==> src/rtl/kirameki_ctrl_pkg.sv <==
// Shared encodings for the hazard/flush controller:
// per-stage control codes, controller states, register address width.
package kirameki_ctrl_pkg;

  localparam int REG_ADDR_W = 5;

  typedef enum logic [1:0] {
    SC_RUN   = 2'b00,
    SC_STALL = 2'b01,
    SC_FLUSH = 2'b10
  } StageCtrl;

  typedef enum logic {
    ST_RUN      = 1'b0,
    ST_REDIRECT = 1'b1
  } CtrlState;

endpackage

==> src/rtl/fwd_select.sv <==
// Operand bypass selector: youngest matching writer wins,
// a match whose value is not ready yet falls back to RF data.
module fwd_select
  import kirameki_ctrl_pkg::*;
#(
  parameter int XLEN      = 32,
  parameter int FWD_DEPTH = 2
) (
  input  logic [REG_ADDR_W-1:0]           rs_addr_i,
  input  logic                            use_rs_i,
  input  logic [XLEN-1:0]                 rf_data_i,
  input  logic [FWD_DEPTH-1:0]            fwd_valid_i,
  input  logic [FWD_DEPTH-1:0]            fwd_ready_i,
  input  logic [FWD_DEPTH*REG_ADDR_W-1:0] fwd_addr_i,
  input  logic [FWD_DEPTH*XLEN-1:0]       fwd_data_i,
  output logic [XLEN-1:0]                 data_o,
  output logic                            not_ready_o
);

  logic hit;

  always_comb begin
    data_o      = rf_data_i;
    not_ready_o = 1'b0;
    hit         = 1'b0;
    for (int i = 0; i < FWD_DEPTH; i++) begin
      if (!hit && fwd_valid_i[i] && rs_addr_i != '0 &&
          fwd_addr_i[i*REG_ADDR_W +: REG_ADDR_W] == rs_addr_i) begin
        hit         = 1'b1;
        not_ready_o = use_rs_i & ~fwd_ready_i[i];
        if (fwd_ready_i[i]) data_o = fwd_data_i[i*XLEN +: XLEN];
      end
    end
    if (rs_addr_i == '0) data_o = '0;
  end

endmodule

==> src/rtl/hazard_flush_controller.sv <==
// Pipeline hazard/flush controller: bypass, stage RUN/STALL/FLUSH,
// branch redirect handshake and saturating stall/flush counters.
module hazard_flush_controller
  import kirameki_ctrl_pkg::*;
#(
  parameter int XLEN          = 32,
  parameter int NUM_STAGES    = 5,
  parameter int FWD_DEPTH     = 2,
  parameter int RESOLVE_STAGE = 2,
  parameter int STRUCT_STAGE  = 2,
  parameter int CNT_W         = 16
) (
  input  logic                            clk,
  input  logic                            rstN,
  input  logic [REG_ADDR_W-1:0]           rs1Addr,
  input  logic [REG_ADDR_W-1:0]           rs2Addr,
  input  logic                            useRs1,
  input  logic                            useRs2,
  input  logic [XLEN-1:0]                 rfRs1,
  input  logic [XLEN-1:0]                 rfRs2,
  input  logic [FWD_DEPTH-1:0]            fwdValid,
  input  logic [FWD_DEPTH-1:0]            fwdReady,
  input  logic [FWD_DEPTH*REG_ADDR_W-1:0] fwdAddr,
  input  logic [FWD_DEPTH*XLEN-1:0]       fwdData,
  input  logic                            mulDivBusy,
  input  logic                            resValid,
  input  logic                            resTaken,
  input  logic                            resPredTaken,
  input  logic [XLEN-1:0]                 resTarget,
  input  logic [XLEN-1:0]                 resPredTarget,
  input  logic                            redirectReady,
  output logic [XLEN-1:0]                 bypassedRs1,
  output logic [XLEN-1:0]                 bypassedRs2,
  output logic [NUM_STAGES*2-1:0]         stageCtrl,
  output logic                            redirectValid,
  output logic [XLEN-1:0]                 redirectPc,
  output logic                            mulDivClear,
  output logic [CNT_W-1:0]                stallCnt,
  output logic [CNT_W-1:0]                flushCnt
);

  CtrlState         state_q, state_d;
  logic [XLEN-1:0]  redirect_pc_q, redirect_pc_d;
  logic [CNT_W-1:0] stall_cnt_q, stall_cnt_d;
  logic [CNT_W-1:0] flush_cnt_q, flush_cnt_d;
  logic             haz1, haz2, data_haz, miss, any_stall;

  fwd_select #(.XLEN(XLEN), .FWD_DEPTH(FWD_DEPTH)) u_fwd_rs1 (
    .rs_addr_i  (rs1Addr),
    .use_rs_i   (useRs1),
    .rf_data_i  (rfRs1),
    .fwd_valid_i(fwdValid),
    .fwd_ready_i(fwdReady),
    .fwd_addr_i (fwdAddr),
    .fwd_data_i (fwdData),
    .data_o     (bypassedRs1),
    .not_ready_o(haz1)
  );

  fwd_select #(.XLEN(XLEN), .FWD_DEPTH(FWD_DEPTH)) u_fwd_rs2 (
    .rs_addr_i  (rs2Addr),
    .use_rs_i   (useRs2),
    .rf_data_i  (rfRs2),
    .fwd_valid_i(fwdValid),
    .fwd_ready_i(fwdReady),
    .fwd_addr_i (fwdAddr),
    .fwd_data_i (fwdData),
    .data_o     (bypassedRs2),
    .not_ready_o(haz2)
  );

  assign data_haz = haz1 | haz2;
  assign miss = (state_q == ST_RUN) && resValid &&
                ((resTaken != resPredTaken) ||
                 (resTarget != resPredTarget));

  // priority: miss > redirect pending > mul/div busy > load-use
  always_comb begin
    stageCtrl   = '0;
    mulDivClear = 1'b0;
    if (miss) begin
      mulDivClear = (STRUCT_STAGE < RESOLVE_STAGE);
      for (int i = 0; i < NUM_STAGES; i++)
        if (i < RESOLVE_STAGE) stageCtrl[2*i +: 2] = SC_FLUSH;
    end else if (state_q == ST_REDIRECT) begin
      stageCtrl[1:0] = SC_STALL;
      for (int i = 1; i < NUM_STAGES; i++)
        if (i < RESOLVE_STAGE) stageCtrl[2*i +: 2] = SC_FLUSH;
    end else if (mulDivBusy) begin
      for (int i = 0; i < NUM_STAGES; i++) begin
        if (i <= STRUCT_STAGE) stageCtrl[2*i +: 2] = SC_STALL;
        else if (i == STRUCT_STAGE + 1) stageCtrl[2*i +: 2] = SC_FLUSH;
      end
    end else if (data_haz) begin
      stageCtrl[1:0] = SC_STALL;
      stageCtrl[3:2] = SC_STALL;
      stageCtrl[5:4] = SC_FLUSH;
    end
  end

  always_comb begin
    any_stall = 1'b0;
    for (int i = 0; i < NUM_STAGES; i++)
      if (stageCtrl[2*i +: 2] == SC_STALL) any_stall = 1'b1;
  end

  always_comb begin
    state_d       = state_q;
    redirect_pc_d = redirect_pc_q;
    flush_cnt_d   = flush_cnt_q;
    stall_cnt_d   = stall_cnt_q;
    unique case (state_q)
      ST_RUN: begin
        if (miss) begin
          state_d       = ST_REDIRECT;
          redirect_pc_d = resTarget;
          if (!(&flush_cnt_q)) flush_cnt_d = flush_cnt_q + 1'b1;
        end
      end
      ST_REDIRECT: begin
        if (redirectReady) state_d = ST_RUN;
      end
      default: state_d = ST_RUN;
    endcase
    if (any_stall && !(&stall_cnt_q))
      stall_cnt_d = stall_cnt_q + 1'b1;
  end

  always_ff @(posedge clk or negedge rstN) begin
    if (!rstN) begin
      state_q       <= ST_RUN;
      redirect_pc_q <= '0;
      stall_cnt_q   <= '0;
      flush_cnt_q   <= '0;
    end else begin
      state_q       <= state_d;
      redirect_pc_q <= redirect_pc_d;
      stall_cnt_q   <= stall_cnt_d;
      flush_cnt_q   <= flush_cnt_d;
    end
  end

  assign redirectValid = (state_q == ST_REDIRECT);
  assign redirectPc    = redirect_pc_q;
  assign stallCnt      = stall_cnt_q;
  assign flushCnt      = flush_cnt_q;

endmodule

==> config.mk <==
export PLATFORM = sky130hd
export DESIGN_NAME = hazard_flush_controller
export DESIGN_NICKNAME = d
export VERILOG_FILES = /design/src/rtl/kirameki_ctrl_pkg.sv /design/src/rtl/fwd_select.sv /design/src/rtl/hazard_flush_controller.sv
export SDC_FILE = /design/constraint.sdc
export NUM_CORES = 1
export LEC_CHECK = 0
export CORE_AREA = 2 2 141 143
export CTS_CLUSTER_SIZE = 25
export DETAILED_ROUTE_END_ITERATION = 8
export DIE_AREA = 0 0 143 145
export GPL_ROUTABILITY_DRIVEN = 0
export PLACE_DENSITY = 0.61
export SLEW_MARGIN = 20
export SYNTH_ARGS = -nofsm -noshare
export SYNTH_HDL_FRONTEND = slang
export SYNTH_SLANG_ARGS = --single-unit
==> constraint.sdc <==
create_clock -name clk -period 4.6 [get_ports clk]
set_input_delay 1.15 -clock clk [delete_from_list [all_inputs] [get_ports clk]]
set_output_delay 1.15 -clock clk [all_outputs]
set_load 0.01 [all_outputs]
==> report_table.html <==
<table>
<tr><th>Metric</th><th>Value</th></tr>
<tr><th colspan="2">Floorplan</th></tr>
<tr><td>Initial core utilization</td><td>26.3%</td></tr>
<tr><td>Die X-Extent</td><td>143 um</td></tr>
<tr><td>Die height</td><td>145 um</td></tr>
<tr><td>Placement Rows</td><td>51</td></tr>
<tr><td>Die Area</td><td>20700 um2</td></tr>
<tr><td>Number of top-level design ports</td><td>365</td></tr>
<tr><td>Core region area</td><td>19200 um2</td></tr>
<tr><th colspan="2">Yosys</th></tr>
<tr><td>Register area share after synthesis</td><td>32.2%</td></tr>
<tr><td>Synth Instances</td><td>535</td></tr>
<tr><td>Share of the synthesized area in the top cell type</td><td>32.2%</td></tr>
<tr><td>Number of storage elements in the synthesis netlist</td><td>65</td></tr>
<tr><td>Cell variety after synth</td><td>39</td></tr>
<tr><td>Area leader, netlist</td><td>sky130_fd_sc_hd__dfrtp_1</td></tr>
<tr><td>Avg Synthesized Cell Area</td><td>9.45 um2</td></tr>
<tr><td>Main area contributors after synthesis</td><td>sky130_fd_sc_hd__dfrtp_1, sky130_fd_sc_hd__mux2i_1, sky130_fd_sc_hd__a211oi_1</td></tr>
<tr><td>Synthesis Warnings</td><td>0</td></tr>
<tr><td>Post-synth design cell area</td><td>5050 um2</td></tr>
<tr><th colspan="2">Route</th></tr>
<tr><td>Number of vias per cell after detailed routing</td><td>4.71</td></tr>
<tr><td>DRC viols</td><td>0</td></tr>
<tr><td>Detailed-route wire length</td><td>22700 um</td></tr>
<tr><td>Pre-antenna DRT Iters</td><td>4</td></tr>
<tr><td>Overall via count from detail_route</td><td>5743</td></tr>
<tr><td>DRC marker count from the first detailed-route iteration</td><td>145</td></tr>
<tr><td>Detailed-route wire length per cell</td><td>18.6 um</td></tr>
<tr><td>Number of nets with antenna violations after detailed routing</td><td>0</td></tr>
<tr><th colspan="2">Cells and area</th></tr>
<tr><td>Finished Layout Cells</td><td>1220</td></tr>
<tr><td>Fillers</td><td>1842</td></tr>
<tr><td>Share of layout cells above drive strength 1</td><td>20.0%</td></tr>
<tr><td>Finished Core Util</td><td>51.0%</td></tr>
<tr><td>Finished layout cell area</td><td>9790 um2</td></tr>
<tr><td>Leading cell type in the layout, fill and taps excluded</td><td>sky130_fd_sc_hd__clkdlybuf4s50_1</td></tr>
<tr><td>Number of nets in the final layout</td><td>1165</td></tr>
<tr><td>Area delta synth-&gt;final</td><td>93.7%</td></tr>
<tr><td>Most frequent cells in the layout</td><td>sky130_fd_sc_hd__clkdlybuf4s50_1, sky130_fd_sc_hd__nor2_1, sky130_fd_sc_hd__dfrtp_1</td></tr>
<tr><th colspan="2">CTS</th></tr>
<tr><td>Count of hold-fix buffers inserted at cts</td><td>0</td></tr>
<tr><td>Clock Path Buffers</td><td>2</td></tr>
<tr><td>TritonCTS clock tree</td><td>done</td></tr>
<tr><td>Latest clock arrival within the worst-skew pair</td><td>330 ps</td></tr>
<tr><td>TritonCTS buffer count</td><td>9</td></tr>
<tr><td>Depth of the CTS H-tree</td><td>3</td></tr>
<tr><td>Clock sink total</td><td>65</td></tr>
<tr><td>Cell chosen for the clock root</td><td>sky130_fd_sc_hd__clkbuf_16</td></tr>
<tr><td>Clock edge transition at the registers on the reported setup and hold paths</td><td>60 ps</td></tr>
<tr><th colspan="2">Worst hold path</th></tr>
<tr><td>Tightest Hold Check Type</td><td>flip-flop to flip-flop</td></tr>
<tr><th colspan="2">Placement</th></tr>
<tr><td>Number of placed instances with taps included</td><td>1176</td></tr>
<tr><td>Count of input and output buffers</td><td>360</td></tr>
<tr><td>Area after detailed placement</td><td>9260 um2</td></tr>
<tr><td>Detailed placement HPWL</td><td>17500 um</td></tr>
<tr><th colspan="2">Critical path</th></tr>
<tr><td>Data required time at the worst endpoint</td><td>3450 ps</td></tr>
<tr><td>Startpoint types</td><td>input port</td></tr>
<tr><td>Crit-path slowest cell</td><td>sky130_fd_sc_hd__clkdlybuf4s50_1</td></tr>
<tr><td>Data arrival time of the worst path</td><td>3530 ps</td></tr>
<tr><td>Critical path's largest stage delay</td><td>520 ps</td></tr>
<tr><td>Critical path cell sequence</td><td>clkdlybuf4s50_1 &gt; xor2_1 &gt; nor4_2 &gt; buf_4 &gt; nand4_4 &gt; a211oi_2 &gt; buf_4 &gt; clkdlybuf4s50_1</td></tr>
<tr><td>Worst setup path class</td><td>input port to primary output</td></tr>
<tr><td>Crit path capture type</td><td>primary output</td></tr>
<tr><td>Peak fanout along the critical path</td><td>6</td></tr>
<tr><th colspan="2">STA</th></tr>
<tr><td>Peak clock frequency supported by timing</td><td>214 MHz</td></tr>
<tr><td>Shortest clock period the worst path allows after layout</td><td>4680 ps</td></tr>
<tr><td>Number of pins exceeding their max-slew limit in the final report</td><td>0</td></tr>
<tr><td>Final cycle utilization of the critical path</td><td>102%</td></tr>
<tr><td>Worst path setup slack after routing</td><td>-75.4 ps</td></tr>
<tr><td>Final setup violating endpoints</td><td>1</td></tr>
<tr><td>Hold slack final</td><td>489 ps</td></tr>
<tr><td>Final count of hold timing violations</td><td>0</td></tr>
<tr><td>Worst Tran Pin Value</td><td>928 ps</td></tr>
<tr><td>Setup repair after global routing missed its margin</td><td>true</td></tr>
<tr><td>Headroom to the max-slew limit</td><td>38.1%</td></tr>
<tr><td>Skew final</td><td>8.00 ps</td></tr>
<tr><th colspan="2">Status</th></tr>
<tr><td>Outcome</td><td>complete, but fails checks</td></tr>
<tr><td>Violations in the final reports</td><td>negative setup slack</td></tr>
<tr><th colspan="2">Global route</th></tr>
<tr><td>Total gr overflow</td><td>0</td></tr>
<tr><td>Overall global routing resource usage</td><td>20.9%</td></tr>
<tr><td>Initial antenna violation count</td><td>13</td></tr>
<tr><td>Maximum number of pins on one net before global-route repair</td><td>41</td></tr>
<tr><td>Global-route wire length before repair</td><td>33300 um</td></tr>
<tr><td>Via count of the first global-routing pass</td><td>5806</td></tr>
<tr><th colspan="2">Pwr</th></tr>
<tr><td>Power per Cell Area</td><td>251 nW/um2</td></tr>
<tr><td>Worst vdd ir</td><td>0.267 mV</td></tr>
<tr><td>Lkg Pwr</td><td>4.00 nW</td></tr>
<tr><th colspan="2">Run</th></tr>
<tr><td>Count of max-cap constraint violations</td><td>0</td></tr>
</table>
==> power breakdown <==
| group | leakage (nW) | total [mW] | switching (mW) | internal [mW] |
|---|---|---|---|---|
| clock network | 0.135 | 0.619 | 0.256 | 0.363 |
| registers | 0.801 | 0.814 | 0.115 | 0.699 |
| logic | 3.06 | 1.03 | 0.393 | 0.632 |
| total | 4.00 | 2.46 | 0.764 | 1.69 |
==> final timing paths <==
path | slack (ps) | from | end | depth (start not counted)
setup / recovery | -80 | fwdAddr[8] | bypassedRs1[2] | 8
max in group asynchronous | 2760 | rstN | stallCnt[13]$_DFFE_PN0P_ | 2
min in group asynchronous | 950 | rstN | redirectPc[21]$_DFFE_PN0P_ | 1
setup reg to reg | 2370 | redirectValid$_DFF_PN0_ | flushCnt[1]$_DFFE_PN0P_ | 5
hold reg to reg | 490 | stallCnt[14]$_DFFE_PN0P_ | stallCnt[14]$_DFFE_PN0P_ | 1
hold / removal | 490 | stallCnt[14]$_DFFE_PN0P_ | stallCnt[14]$_DFFE_PN0P_ | 1
==> cell usage after synthesis (all sizes together) <==
cell and count:
nand4 19, a211oi 64, mux2 35, nor3 7, a41oi 1, nor4 4
nor2b 3, nor3b 3, clkbuf 13, a21o 1, nor2 81, ha 2
or3b 1, a311oi 2, nand4b 3, or4 2, and3 4, a41o 1
buf 28, conb 1, nand2 14, mux2i 64, xnor2 52, dfrtp 65
nand3 18, and4 3, and3b 1, inv 7, o21a 1, or2 1
xor2 30, and2 4
==> cell type report <==
cell class	instances	area [um2]	area share, %
Multi-Input combinational cell	425	3330	34.0
Tap cell	265	332	3.39
Timing Repair Buffer	430	4170	42.6
Clock inverter	7	45.0	0.460
Inverter	7	26.3	0.268
Sequential cell	65	1630	16.6
Clock buffer	9	225	2.30
Antenna cell	12	30.0	0.307
==> cell families after synthesis <==
| family | Yosys count | synth area share [%] |
|---|---|---|
| XOR/XNOR | 82 | 14.2 |
| buffers and inverters | 48 | 4.93 |
| multiplexers | 99 | 20.5 |
| AND/OR/NAND/NOR | 168 | 16.8 |
| adder cells (fa/ha/maj) | 2 | 0.495 |
| flip-flops | 65 | 32.2 |
| AO/OA/AOI/OAI | 70 | 10.7 |
| other | 1 | 0.0742 |
==> stage by stage <==
stage / setup TNS, ps / power (mW) / worst slack [ps]
after floorplan: 0 / 1.19 / 592
after global placement: -18780 / 1.87 / -499
after detailed placement: -19620 / 1.87 / -540
after CTS: -989 / 2.49 / -237
after global routing: -700 / 2.60 / -143
final: -75.4 / 2.46 / -75.4
==> timing repair <==
action,4_1_cts,5_1_grt
setup buffers,2,11
pin swaps,3,11
resized for setup,177,68
cloned,3,1
setup endpoints to repair,71,60
==> critical path: cells and delay by family <==
family                    cells  cell delay, ps
AOI/OAI and AO/OA             1             270
xor gates and xnor gates      1             220
buffers and inverters         4            1360
and+or+nand+nor               2             530
==> layer usage <==
metal	vias up	part of all wire, %	routed length (um)	GRT usage (%)
met2	250	50	11500	35.9
met4	0	3.5	799	10.1
met3	43	8.8	2000	7.26
met1	2705	37	8440	22.7
li1	2745	-	-	-
met5	-	0	0	0
==> registers in the layout, summed over array words and instances (netlist names) <==
signal / count
flushCnt: 16
stallCnt: 16
redirectValid: 1
redirectPc: 32
Note: power is estimated with default switching activity, not from simulation.
